## config.mk

```make
export PLATFORM = sky130hd
export DESIGN_NAME = input_conditioner
export DESIGN_NICKNAME = d
export VERILOG_FILES = /design/src/rtl/input_conditioner_pkg.sv /design/src/rtl/input_conditioner_if.sv /design/src/rtl/input_conditioner_debounce_channel.sv /design/src/rtl/input_conditioner.sv
export SDC_FILE = /design/constraint.sdc
export NUM_CORES = 1
export LEC_CHECK = 0
export BUFFER_PORTS_ARGS = -buffer_cell sky130_fd_sc_hd__buf_4
export CORE_ASPECT_RATIO = 0.6
export CORE_MARGIN = 2
export CORE_UTILIZATION = 40
export DETAILED_ROUTE_END_ITERATION = 12
export PLACE_DENSITY = 0.73
export SLEW_MARGIN = 10
export SYNTH_ARGS = -nofsm -noshare
export SYNTH_HDL_FRONTEND = slang
export SYNTH_SLANG_ARGS = --single-unit
```

## constraint.sdc

```tcl
create_clock -name Clk -period 1.25 [get_ports Clk]
set_input_delay 0.25 -clock Clk [delete_from_list [all_inputs] [get_ports Clk]]
set_output_delay 0.25 -clock Clk [all_outputs]
set_load 0.02 [all_outputs]
```

## src/rtl/input_conditioner_pkg.sv

```systemverilog
// Shared types and defaults for the SLC-3 front-panel input conditioner.
// Button channels and the top-level pulse/reset logic both import this package.
package slc3_io_pkg;

    localparam int DEFAULT_DEBOUNCE_CYCLES = 4;

    typedef enum logic [1:0] {
        RELEASED     = 2'd0,
        PRESS_WAIT   = 2'd1,
        PRESSED      = 2'd2,
        RELEASE_WAIT = 2'd3
    } debounce_state_t;

    // While qualifying a release the button is still reported as held.
    function automatic logic state_is_held(debounce_state_t s);
        return (s == PRESSED) || (s == RELEASE_WAIT);
    endfunction

endpackage

```

## src/rtl/input_conditioner_if.sv

```systemverilog
// Signal bundles for the input conditioner: one per button channel, and one
// grouping the whole block's raw inputs and conditioned outputs.

// Handshake-free level bundle: raw active-low button in, debounced level and
// FSM state out.
interface debounce_if;
    import slc3_io_pkg::*;

    logic            btn_n;
    logic            held;
    debounce_state_t state;

    modport master (output btn_n, input held, input state);
    modport slave  (input btn_n, output held, output state);
endinterface


```

## src/rtl/input_conditioner_debounce_channel.sv

```systemverilog
// One push-button channel: 2-flop synchronizer, then a four-state debounce FSM
// that accepts a level only after DEBOUNCE_CYCLES consecutive stable samples.
module debounce_channel
    import slc3_io_pkg::*;
#(
    parameter int DEBOUNCE_CYCLES = DEFAULT_DEBOUNCE_CYCLES
) (
    input  logic      clk_i,
    input  logic      rst_i,
    debounce_if.slave bus
);

    localparam int CNT_W = $clog2(DEBOUNCE_CYCLES + 1);
    localparam bit SINGLE_CYCLE = (DEBOUNCE_CYCLES == 1);
    // The cycle that enters a *_WAIT state already counts as the first stable
    // sample, so the wait state finishes when the counter reaches D-2.
    localparam logic [CNT_W-1:0] LAST_CNT =
        (DEBOUNCE_CYCLES >= 2) ? CNT_W'(DEBOUNCE_CYCLES - 2) : '0;

    logic            sync1_q;
    logic            sync2_q;
    debounce_state_t state_q, state_d;
    logic [CNT_W-1:0] cnt_q, cnt_d;

    // Synchronizer resets to the released (high) level.
    always_ff @(posedge clk_i) begin
        if (rst_i) begin
            sync1_q <= 1'b1;
            sync2_q <= 1'b1;
        end else begin
            sync1_q <= bus.btn_n;
            sync2_q <= sync1_q;
        end
    end

    always_ff @(posedge clk_i) begin
        if (rst_i) begin
            state_q <= RELEASED;
            cnt_q   <= '0;
        end else begin
            state_q <= state_d;
            cnt_q   <= cnt_d;
        end
    end

    always_comb begin
        state_d = state_q;
        cnt_d   = cnt_q;
        unique case (state_q)
            RELEASED: begin
                if (!sync2_q) begin
                    state_d = SINGLE_CYCLE ? PRESSED : PRESS_WAIT;
                    cnt_d   = '0;
                end
            end
            PRESS_WAIT: begin
                if (sync2_q) begin
                    state_d = RELEASED;
                    cnt_d   = '0;
                end else if (cnt_q == LAST_CNT) begin
                    state_d = PRESSED;
                    cnt_d   = '0;
                end else begin
                    cnt_d = cnt_q + CNT_W'(1);
                end
            end
            PRESSED: begin
                if (sync2_q) begin
                    state_d = SINGLE_CYCLE ? RELEASED : RELEASE_WAIT;
                    cnt_d   = '0;
                end
            end
            RELEASE_WAIT: begin
                if (!sync2_q) begin
                    state_d = PRESSED;
                    cnt_d   = '0;
                end else if (cnt_q == LAST_CNT) begin
                    state_d = RELEASED;
                    cnt_d   = '0;
                end else begin
                    cnt_d = cnt_q + CNT_W'(1);
                end
            end
            default: begin
                state_d = RELEASED;
                cnt_d   = '0;
            end
        endcase
    end

    assign bus.held  = state_is_held(state_q);
    assign bus.state = state_q;

endmodule

```

## src/rtl/input_conditioner.sv

```systemverilog
// SLC-3 front-panel conditioner: synchronizes switches, debounces Run and
// Continue, and derives single-cycle press strobes and the CPU reset request.
module input_conditioner
    import slc3_io_pkg::*;
#(
    parameter int DEBOUNCE_CYCLES = DEFAULT_DEBOUNCE_CYCLES
) (
    input  logic            Clk,
    input  logic            Reset,
    input  logic            Run_n,
    input  logic            Continue_n,
    input  logic [9:0]      SW_raw,
    output logic [9:0]      SW_sync,
    output logic            run_held,
    output logic            continue_held,
    output logic            run_pulse,
    output logic            continue_pulse,
    output logic            cpu_reset,
    output debounce_state_t run_state_dbg_o,
    output debounce_state_t continue_state_dbg_o
);

    logic [9:0] sw_sync1_q;
    logic [9:0] sw_sync2_q;
    logic       run_held_prev_q;
    logic       continue_held_prev_q;

    always_ff @(posedge Clk) begin
        if (Reset) begin
            sw_sync1_q <= '0;
            sw_sync2_q <= '0;
        end else begin
            sw_sync1_q <= SW_raw;
            sw_sync2_q <= sw_sync1_q;
        end
    end

    assign SW_sync = sw_sync2_q;

    debounce_if run_bus ();
    debounce_if continue_bus ();

    assign run_bus.btn_n      = Run_n;
    assign continue_bus.btn_n = Continue_n;

    debounce_channel #(
        .DEBOUNCE_CYCLES(DEBOUNCE_CYCLES)
    ) u_run (
        .clk_i(Clk),
        .rst_i(Reset),
        .bus  (run_bus)
    );

    debounce_channel #(
        .DEBOUNCE_CYCLES(DEBOUNCE_CYCLES)
    ) u_continue (
        .clk_i(Clk),
        .rst_i(Reset),
        .bus  (continue_bus)
    );

    assign run_held             = run_bus.held;
    assign continue_held        = continue_bus.held;
    assign run_state_dbg_o      = run_bus.state;
    assign continue_state_dbg_o = continue_bus.state;

    always_ff @(posedge Clk) begin
        if (Reset) begin
            run_held_prev_q      <= 1'b0;
            continue_held_prev_q <= 1'b0;
        end else begin
            run_held_prev_q      <= run_held;
            continue_held_prev_q <= continue_held;
        end
    end

    // A press strobes only when the other button is idle, so the two-button
    // reset chord (or a tie) never leaks a Run/Continue command.
    assign run_pulse      = run_held & ~run_held_prev_q & ~continue_held;
    assign continue_pulse = continue_held & ~continue_held_prev_q & ~run_held;
    assign cpu_reset      = run_held & continue_held;

endmodule

```

==> reports/metrics.csv, run 1 <==
metric;value;unit
synth unique cells;27;
Die H;47.1;um
YS warnings;0;
Clock Pin Slew Worst Setup and Hold Paths;0.06;ns
Setup crit end kind;output pin;
final worst setup slack;-0.00524;ns
TritonCTS Buffers;5;
initial core utilization;42.6;%
largest net degree at the start of global routing;37;
final core utilization;55.6;%
power per cell area;1250;nW/um2
worst-margin pin slew;0.338;ns
CTS tree;done;
wire per inst;11.3;um
initial antenna violation count;0;
Crit Path Max Fanout;7;
Final Hold Viols;0;
H-tree depth;2;
Post-Syn Area;1240;um2
area share of and/or/nand/nor cells after synthesis;29.1;%
routed wire length;2140;um
die width;75.9;um
fraction of registers with async set/reset;0;%
final critical-path share of the clock period;100;%
Primary FF master, synth;dfxtp_1;
share of the synthesized area in the top cell type;58.1;%
CP required;1.00;ns
Setup WS pre-CTS;0.0692;ns
Area Growth Syn to Fin;30.4;%
average cell area after synthesis;11.0;um2
Hold-fix buffers, CTS;0;
gate count of the mapped netlist;113;
Slew HR;77.5;%
CP arrival;1.01;ns
dominant cells by area after synthesis;dfxtp_1 58%, nor2b_1 12%, nand3b_1 3.6%, and3b_1 2.1%, a21oi_1 2.0%;
Synth area leader;dfxtp_1;
die area;3580;um2
post-route DRC violation count;0;
core area;2910;um2
# diodes;0;
final setup vio count;1;
CTS Root Cell;clkbuf_8;
mux share of post-synthesis cell area;0;%
failing checks;negative setup slack;
Max Clk Rate;797;MHz
outcome;finished with violations;
register area share after synthesis;58.1;%
#FFs+latches synth;36;
net count after synthesis;127;
io pins;33;
Synth Area in Adders;0;%
max cap viols;0;
Synth Area in Compound Gates;6.16;%
Lkg Pwr;0.669;nW
total track usage;14.0;%
drt via density;4.54;
first-pass GRT wire length;3510;um
final global-route overflow total;0;
critical path startpoint category;flip-flop;
1st-iter DRT viols;20;
vias in the first global route;795;
share of layout cells above drive strength 1;35.8;%
EDFF count, synth;0;
most common cell in the synthesized netlist;dfxtp_1;
Clock Latency Late Sink;0.28;ns
max-slew violation count;0;
drt pass-1 iters;4;
Antenna Nets Post-Route;0;
Worst Hold Class;in -> reg;
CTS Buffer Depth;2;
routed via count;863;
Clock Skews;0.00421;ns
FP Rows;15;
minimum clock period;1.26;ns
count of input and output buffers;32;
RSZ-0062 raised after global routing;yes;
nets@finish;164;
Post-Synth XOR/XNOR Area;3.43;%
routability cong.;0.676;
most frequent cells after synthesis;36 x dfxtp_1, 24 x nor2b_1, 6 x nand3b_1;
largest family of logic cells by synthesized area;simple AND/OR/NAND/NOR gates;
hpwl dp;1450;um
TritonCTS Sinks;36;
critical path class;reg -> out;
VDD IR max;0.000825;V
layout make-up:
| type | instances | area (um2) |
|---|---|---|
| clock buffer | 5 | 68.8 |
| fill | 262 | 1290 |
| timing repair buffer | 37 | 278 |
| sequential | 36 | 728 |
| tap | 42 | 52.6 |
| multi-input combinational | 70 | 489 |
power by group:
group          total [mW]  switching (mW)  internal [mW]  leakage, nW
sequential           1.19          0.0128           1.18        0.297
combinational       0.125          0.0569         0.0682        0.336
clock               0.702           0.344          0.358       0.0359
cell families (layout without fill, tap and decap cells):
kind of cell           Yosys count  in the layout
XOR/XNOR                         4              4
AO/OA/AOI/OAI                   12             12
buffers and inverters            7             42
AND/OR/NAND/NOR                 54             54
flip-flops                      36             36
metrics by stage:
step                area [um2]  std cells  TNS (ns)  hold WS [ns]  power [mW]
global placement          1510        181         0         0.398        1.35
global route              1620        190   -0.0655         0.157        2.10
finish                    1620        190  -0.00524         0.156        2.02
detailed placement        1510        181         0         0.393        1.35
CTS                       1620        190   -0.0223         0.149        2.05
floorplan                 1250        113         0         0.322        1.29
what timing repair did:
action                                  in CTS  in global routing
pin swaps                                    0                  1
resized for setup                            3                  0
endpoints found under the setup margin       5                  2
gates cloned                                 0                  0
setup buffers                                4                  0
metal layers:
metal | track usage (%) | vias to the layer above | wire length [um]
met5 | 0 | - | 0
li1 | - | 448 | -
met2 | 22.1 | 29 | 995
met3 | 6.01 | 2 | 180
met1 | 15.8 | 384 | 949
met4 | 9.47 | 0 | 16
layout by cell type, fill, tap and decap left out, drive strengths merged:
master	instances
xnor2	2
nand4	1
nand4b	2
nor2	2
nand3b	6
clkbuf	5
and2	1
and3b	3
nor2b	24
a21oi	5
o211ai	3
xor2	2
a21boi	1
a31oi	1
nor3b	2
dfxtp	36
or3	1
nor3	2
nand2b	2
and4bb	2
buf	37
nand2	2
a211oi	2
or2	4
flip-flops by register name, summed over array words and instances, names as in the netlist, named ones only:
name / flops
sw_sync1_q: 10
u_run.cnt_q: 3
u_run.sync2_q: 1
u_run.sync1_q: 1
u_continue.cnt_q: 3
continue_held_prev_q: 1
u_continue.bus.state: 1
SW_sync: 10
run_held_prev_q: 1
u_continue.sync2_q: 1
u_continue.sync1_q: 1
u_run.bus.state: 1
worst max-delay path, cell delays in order, from the launching register on:
cell,delay (ns)
dfxtp_4,0.39
nor3b_2,0.18
buf_4,0.16
final timing paths:
| path | startpoint | slack, ns | depth (start not counted) | end |
|---|---|---|---|---|
| hold reg to reg | u_continue.sync1_q | 0.41 | 1 | u_continue.sync2_q |
| setup reg to reg | flip-flop | 0.08 | 3 | u_continue.cnt_q[2] |
| hold / removal | Run_n | 0.16 | 2 | u_run.sync1_q |
| setup / recovery | flip-flop | -0.005 | 2 | continue_pulse |
(Power assumes the default switching activity.)
==> inputs of run 2 (changes only) <==
--- a/config.mk
+++ b/config.mk
@@ -6,11 +6,14 @@
 export NUM_CORES = 1
 export LEC_CHECK = 0
 export BUFFER_PORTS_ARGS = -buffer_cell sky130_fd_sc_hd__buf_4
+export CELL_PAD_IN_SITES_DETAIL_PLACEMENT = 1
+export CELL_PAD_IN_SITES_GLOBAL_PLACEMENT = 1
 export CORE_ASPECT_RATIO = 0.6
 export CORE_MARGIN = 2
-export CORE_UTILIZATION = 40
+export CORE_UTILIZATION = 38
 export DETAILED_ROUTE_END_ITERATION = 12
-export PLACE_DENSITY = 0.73
+export PLACE_DENSITY = 0.85
+export SKIP_LAST_GASP = 1
 export SLEW_MARGIN = 10
 export SYNTH_ARGS = -nofsm -noshare
 export SYNTH_HDL_FRONTEND = slang
==> reports/metrics.csv, run 2 (synthesis results as in run 1) <==
metric;value;unit;change
max-slew violation count;0;;unchanged
die width;77.7;um;+2.5%
max cap viols;0;;unchanged
Post-DP Area;1530;um2;+1.2%
final critical-path share of the clock period;105;%;+5.0 points
Final Cell Area;1670;um2;+3.1%
outcome;finished with violations;;
commonest non-fill, non-tap cells in the layout;36 x buf_4, 34 x dfxtp_1, 24 x nor2b_1, 6 x nand3b_1, 6 x clkbuf_8;;
FP Rows;16;;+1
largest net degree at the start of global routing;37;;unchanged
total track usage;14.6;%;+0.56 points
Clock Skews;0.00648;ns;+0.00227 ns
core area;3180;um2;+9.4%
die area;3750;um2;+4.9%
worst flop-to-flop path endpoint;u_continue.cnt_q[2];;
final setup vio count;2;;+1
Final Hold Viols;0;;unchanged
routed via count;908;;+5.2%
Crit Path Max Fanout;8;;+1
drt via density;4.63;;+2.0%
most common cell after layout, fill and taps aside;buf_4;;
VDD IR max;0.000845;V;+2.4%
Clock Latency Late Sink;0.27;ns;about the same
io pins;33;;unchanged
Lkg Pwr;0.686;nW;+2.5%
1st-iter DRT viols;9;;-55%
routed wire length;2710;um;+26%
final total power;2.14;mW;+6.1%
failing checks;negative setup slack;;
hpwl dp;1880;um;+30%
worst-margin pin slew;0.337;ns;-0.000331 ns
nets@finish;164;;unchanged
fillers;350;;+34%
critical path class;reg -> out;;
worst hold path depth;2;;unchanged
Die H;48.2;um;+2.4%
post-route DRC violation count;0;;unchanged
Setup crit end kind;output pin;;
critical path startpoint category;flip-flop;;
Hold-fix buffers, CTS;0;;unchanged
wire per inst;13.8;um;+23%
Worst Hold Class;in -> reg;;
Antenna Nets Post-Route;0;;unchanged
reg2reg path depth;3;;unchanged
CTS Buffer Depth;2;;unchanged
count of input and output buffers;32;;unchanged
vias in the first global route;889;;+12%
final worst setup slack;-0.0680;ns;-0.0628 ns
TritonCTS Sinks;36;;unchanged
final global-route overflow total;0;;unchanged
initial antenna violation count;0;;unchanged
routability cong.;0.662;;-2.1%
Clock Pin Slew Worst Setup and Hold Paths;0.07;ns;about the same
H-tree depth;2;;unchanged
# diodes;0;;unchanged
CTS tree;done;;
minimum clock period;1.32;ns;+0.0628 ns
initial core utilization;39.0;%;-3.7 points
RSZ-0062 raised after global routing;yes;;
CTS Root Cell;clkbuf_8;;
TritonCTS Buffers;5;;unchanged
hold endpoint;u_continue.sync1_q;;
CP required;1.00;ns;about the same
Slew HR;77.3;%;-0.14 points
drt pass-1 iters;5;;+1
power per cell area;1290;nW/um2;+2.9%
first-pass GRT wire length;4000;um;+14%
CP arrival;1.07;ns;+0.06 ns
share of layout cells above drive strength 1;37.1;%;+1.3 points
Max Clk Rate;759;MHz;-4.8%
FF/Latch Area;728;um2;unchanged
r2r setup slk;0.07;ns;about the same
Area Growth Syn to Fin;34.4;%;
hold_sp;Continue_n;;
multi-input logic area;510;um2;+4.3%
[run 2: cell count changes in the layout (fill, tap and decap cells not counted), sizes merged]
cell / previous run / this run
clkbuf: 5 / 8
[run 2: routing by layer]
| metal | up-vias | track usage [%] | share of wire, % |
|---|---|---|---|
| li1 | 448 | - | - |
| met1 | 434 | 15.9 | 43 |
| met2 | 22 | 28.1 | 50 |
| met3 | 4 | 5.37 | 5.8 |
| met4 | 0 | 4.29 | 0.85 |
| met5 | - | 0 | 0 |
[run 2: worst max-delay path by stage]
stage,from,to,slack [ns],cells after the start
6_report,flip-flop,continue_pulse,-0.07,2
5_1_grt,flip-flop,continue_pulse,-0.09,2
4_1_cts,flip-flop,continue_pulse,-0.07,2
3_5_place_dp,flip-flop,u_run.cnt_q[1],0.03,3
3_3_place_gp,flip-flop,u_continue.cnt_q[2],0.13,3
2_1_floorplan,flip-flop,u_continue.cnt_q[2],0.009,4
[run 2: critical path: stages, from the launching register on]
cell and delay (ns):
dfxtp_4 0.41, nor3b_4 0.23, buf_6 0.14
[run 2: cell type report]
cell class,instances,share of cell area [%]
sequential,36,43.7
multi-input combinational,70,30.6
timing repair buffer,37,16.9
clock buffer,8,5.41
tap,45,3.38
[run 2: power breakdown]
| part | leakage (nW) | internal, mW | switching, mW | total [mW] |
|---|---|---|---|---|
| clock | 0.0455 | 0.449 | 0.369 | 0.819 |
| sequential | 0.297 | 1.18 | 0.0135 | 1.19 |
| combinational | 0.343 | 0.0704 | 0.0613 | 0.132 |
| total | 0.686 | 1.70 | 0.444 | 2.14 |
[run 2: timing repair]
item | CTS | global route
pin swaps | 0 | 2
resized for setup | 5 | 2
hold endpoints to repair | 0 | 0
setup endpoints to repair | 6 | 7
setup buffers | 3 | 0
[run 2: stage by stage]
step           hold slack, ns  setup slack (ns)  TNS (ns)  util, %  instances
2_1_floorplan           0.322           0.00929         0        -        113
3_3_place_gp            0.393             0.134         0     48.1        186
3_5_place_dp            0.397            0.0300         0     48.1        186
4_1_cts                 0.156           -0.0672   -0.0672     51.9        196
5_1_grt                 0.159           -0.0865    -0.184     52.4        196
6_report                0.163           -0.0680   -0.0993     52.4        196
==> inputs of run 3 (changes only) <==
==> constraint.sdc (replaced) <==
create_clock -name Clk -period 1.25 [get_ports Clk]
set_input_delay 0.125 -clock Clk [delete_from_list [all_inputs] [get_ports Clk]]
set_output_delay 0.125 -clock Clk [all_outputs]
set_load 0.02 [all_outputs]
==> reports/metrics.csv, run 3 (synthesis results as in run 1) <==
metric;value;unit;change
outcome;finished clean;;
final setup vio count;0;;-2
worst flop-to-flop path endpoint;u_continue.cnt_q[2];;
nets@finish;162;;-1.2%
Final Instance Count excl. Fillers;194;;-1.0%
CP arrival;1.10;ns;+0.03 ns
core area;3180;um2;unchanged
Lkg Pwr;0.667;nW;-2.7%
vias in the first global route;853;;-4.0%
routability cong.;0.610;;-7.8%
r2r setup slk;0.11;ns;+0.04 ns
Worst Hold Class;in -> reg;;
die area;3750;um2;unchanged
commonest non-fill, non-tap cells in the layout;34 x buf_4, 33 x dfxtp_1, 24 x nor2b_1, 6 x nand3b_1, 6 x clkbuf_8;;
critical path startpoint category;flip-flop;;
power per cell area;1320;nW/um2;+2.5%
post-route DRC violation count;0;;unchanged
H-tree depth;2;;unchanged
Die H;48.2;um;unchanged
final core utilization;51.1;%;-1.3 points
wire per inst;13.3;um;-3.7%
initial antenna violation count;0;;unchanged
Setup crit end kind;output pin;;
routed via count;901;;-0.77%
# diodes;0;;unchanged
final total power;2.15;mW;about the same
final hold slack;0.0291;ns;-0.134 ns
final critical-path share of the clock period;97.7;%;-7.7 points
Max Clk Rate;819;MHz;+7.9%
Clock Pin Slew Worst Setup and Hold Paths;0.06;ns;about the same
most common cell after layout, fill and taps aside;buf_4;;
hold endpoint;u_run.sync1_q;;
Antenna Nets Post-Route;0;;unchanged
Inst Count DP;186;;unchanged
VDD IR max;0.000703;V;-17%
total track usage;13.9;%;-0.66 points
initial core utilization;39.0;%;unchanged
routed wire length;2580;um;-4.7%
largest net degree at the start of global routing;37;;unchanged
hold_sp;Run_n;;
max cap viols;0;;unchanged
Slew HR;77.4;%;about the same
final global-route overflow total;0;;unchanged
drt pass-1 iters;4;;-1
Final Hold Viols;0;;unchanged
io pins;33;;unchanged
setup bufs post-CTS;0;;-3
minimum clock period;1.22;ns;-0.0968 ns
RSZ-0062 raised after global routing;yes;;
CTS tree;done;;
FP Rows;16;;unchanged
Area Growth Syn to Fin;31.2;%;
CP max stage delay;0.36;ns;-0.05 ns
family with the most delay on the worst path;flip-flops;;
count of input and output buffers;32;;unchanged
share of layout cells above drive strength 1;35.6;%;-1.5 points
reg2reg path depth;3;;unchanged
max-slew violation count;0;;unchanged
setup_tns;0;ns;+0.0993 ns
CTS Root Cell;clkbuf_8;;
Clock Latency Late Sink;0.28;ns;about the same
die width;77.7;um;unchanged
drt via density;4.64;;+0.25%
cell chain of the critical path;buf_6 > nor3b_2 > buf_4;;
first-pass GRT wire length;3820;um;-4.5%
Hold-fix buffers, CTS;0;;unchanged
TritonCTS Buffers;5;;unchanged
worst-margin pin slew;0.339;ns;+0.00154 ns
worst hold path depth;2;;unchanged
1st-iter DRT viols;16;;+7
TritonCTS Sinks;36;;unchanged
slowest CP cell;dfxtp_2;;
Crit Path Max Fanout;8;;unchanged
CP required;1.12;ns;+0.12 ns
critical path class;reg -> out;;
Critical path buffers and inverters;2;;+1
hpwl dp;1840;um;-2.1%
Clock Skews;0.00382;ns;-0.00267 ns
CTS Buffer Depth;2;;unchanged
==> run 3: routing by layer <==
layer | vias to the layer above | global-route usage [%] | wire (um)
met1 | 431 | 15.0 | 1070
met5 | - | 0 | 0
met2 | 23 | 24.5 | 1290
met4 | 0 | 6.43 | 31
li1 | 442 | - | -
met3 | 5 | 6.67 | 188
==> run 3: worst register-to-register path, cell delays in order, from the launching register on <==
cell	delay, ns
dfxtp_2	0.34
xor2_2	0.20
or3_1	0.38
a31oi_1	0.15
==> run 3: final cells by class <==
cell class / instances / area, um2
Fill cell: 360 / 1560
Timing Repair Buffer: 35 / 267
Multi-Input combinational cell: 70 / 489
Sequential cell: 36 / 724
Clock buffer: 8 / 90.1
Tap cell: 45 / 56.3
==> run 3: report_power, final <==
group	total, mW	switching, mW	internal (mW)
clock	0.818	0.369	0.449
combinational	0.129	0.0598	0.0693
sequential	1.20	0.0131	1.19
==> run 3: worst max path at each step <==
stage               slack (ns)             endpoint  cells past startpoint                from
global route             -0.03       continue_pulse                      3           flip-flop
global placement          0.15  u_continue.cnt_q[2]                      3  u_continue.sync2_q
finish                    0.03       continue_pulse                      3           flip-flop
CTS                      -0.03       continue_pulse                      3           flip-flop
detailed placement        0.04       u_run.cnt_q[0]                      3           flip-flop
floorplan                0.009  u_continue.cnt_q[2]                      4           flip-flop
==> run 3: metrics by stage <==
| stage | setup WS (ns) | area (um2) |
|---|---|---|
| 5_1_grt | -0.0315 | 1630 |
| 6_report | 0.0288 | 1630 |
| 3_3_place_gp | 0.150 | 1530 |
| 2_1_floorplan | 0.00912 | 1250 |
| 4_1_cts | -0.0334 | 1620 |
| 3_5_place_dp | 0.0427 | 1530 |
==> run 3: timing repair <==
action / CTS / global route
resized for setup: 2 / 2
endpoints found under the hold margin: 0 / 0
setup endpoints to repair: 2 / 3
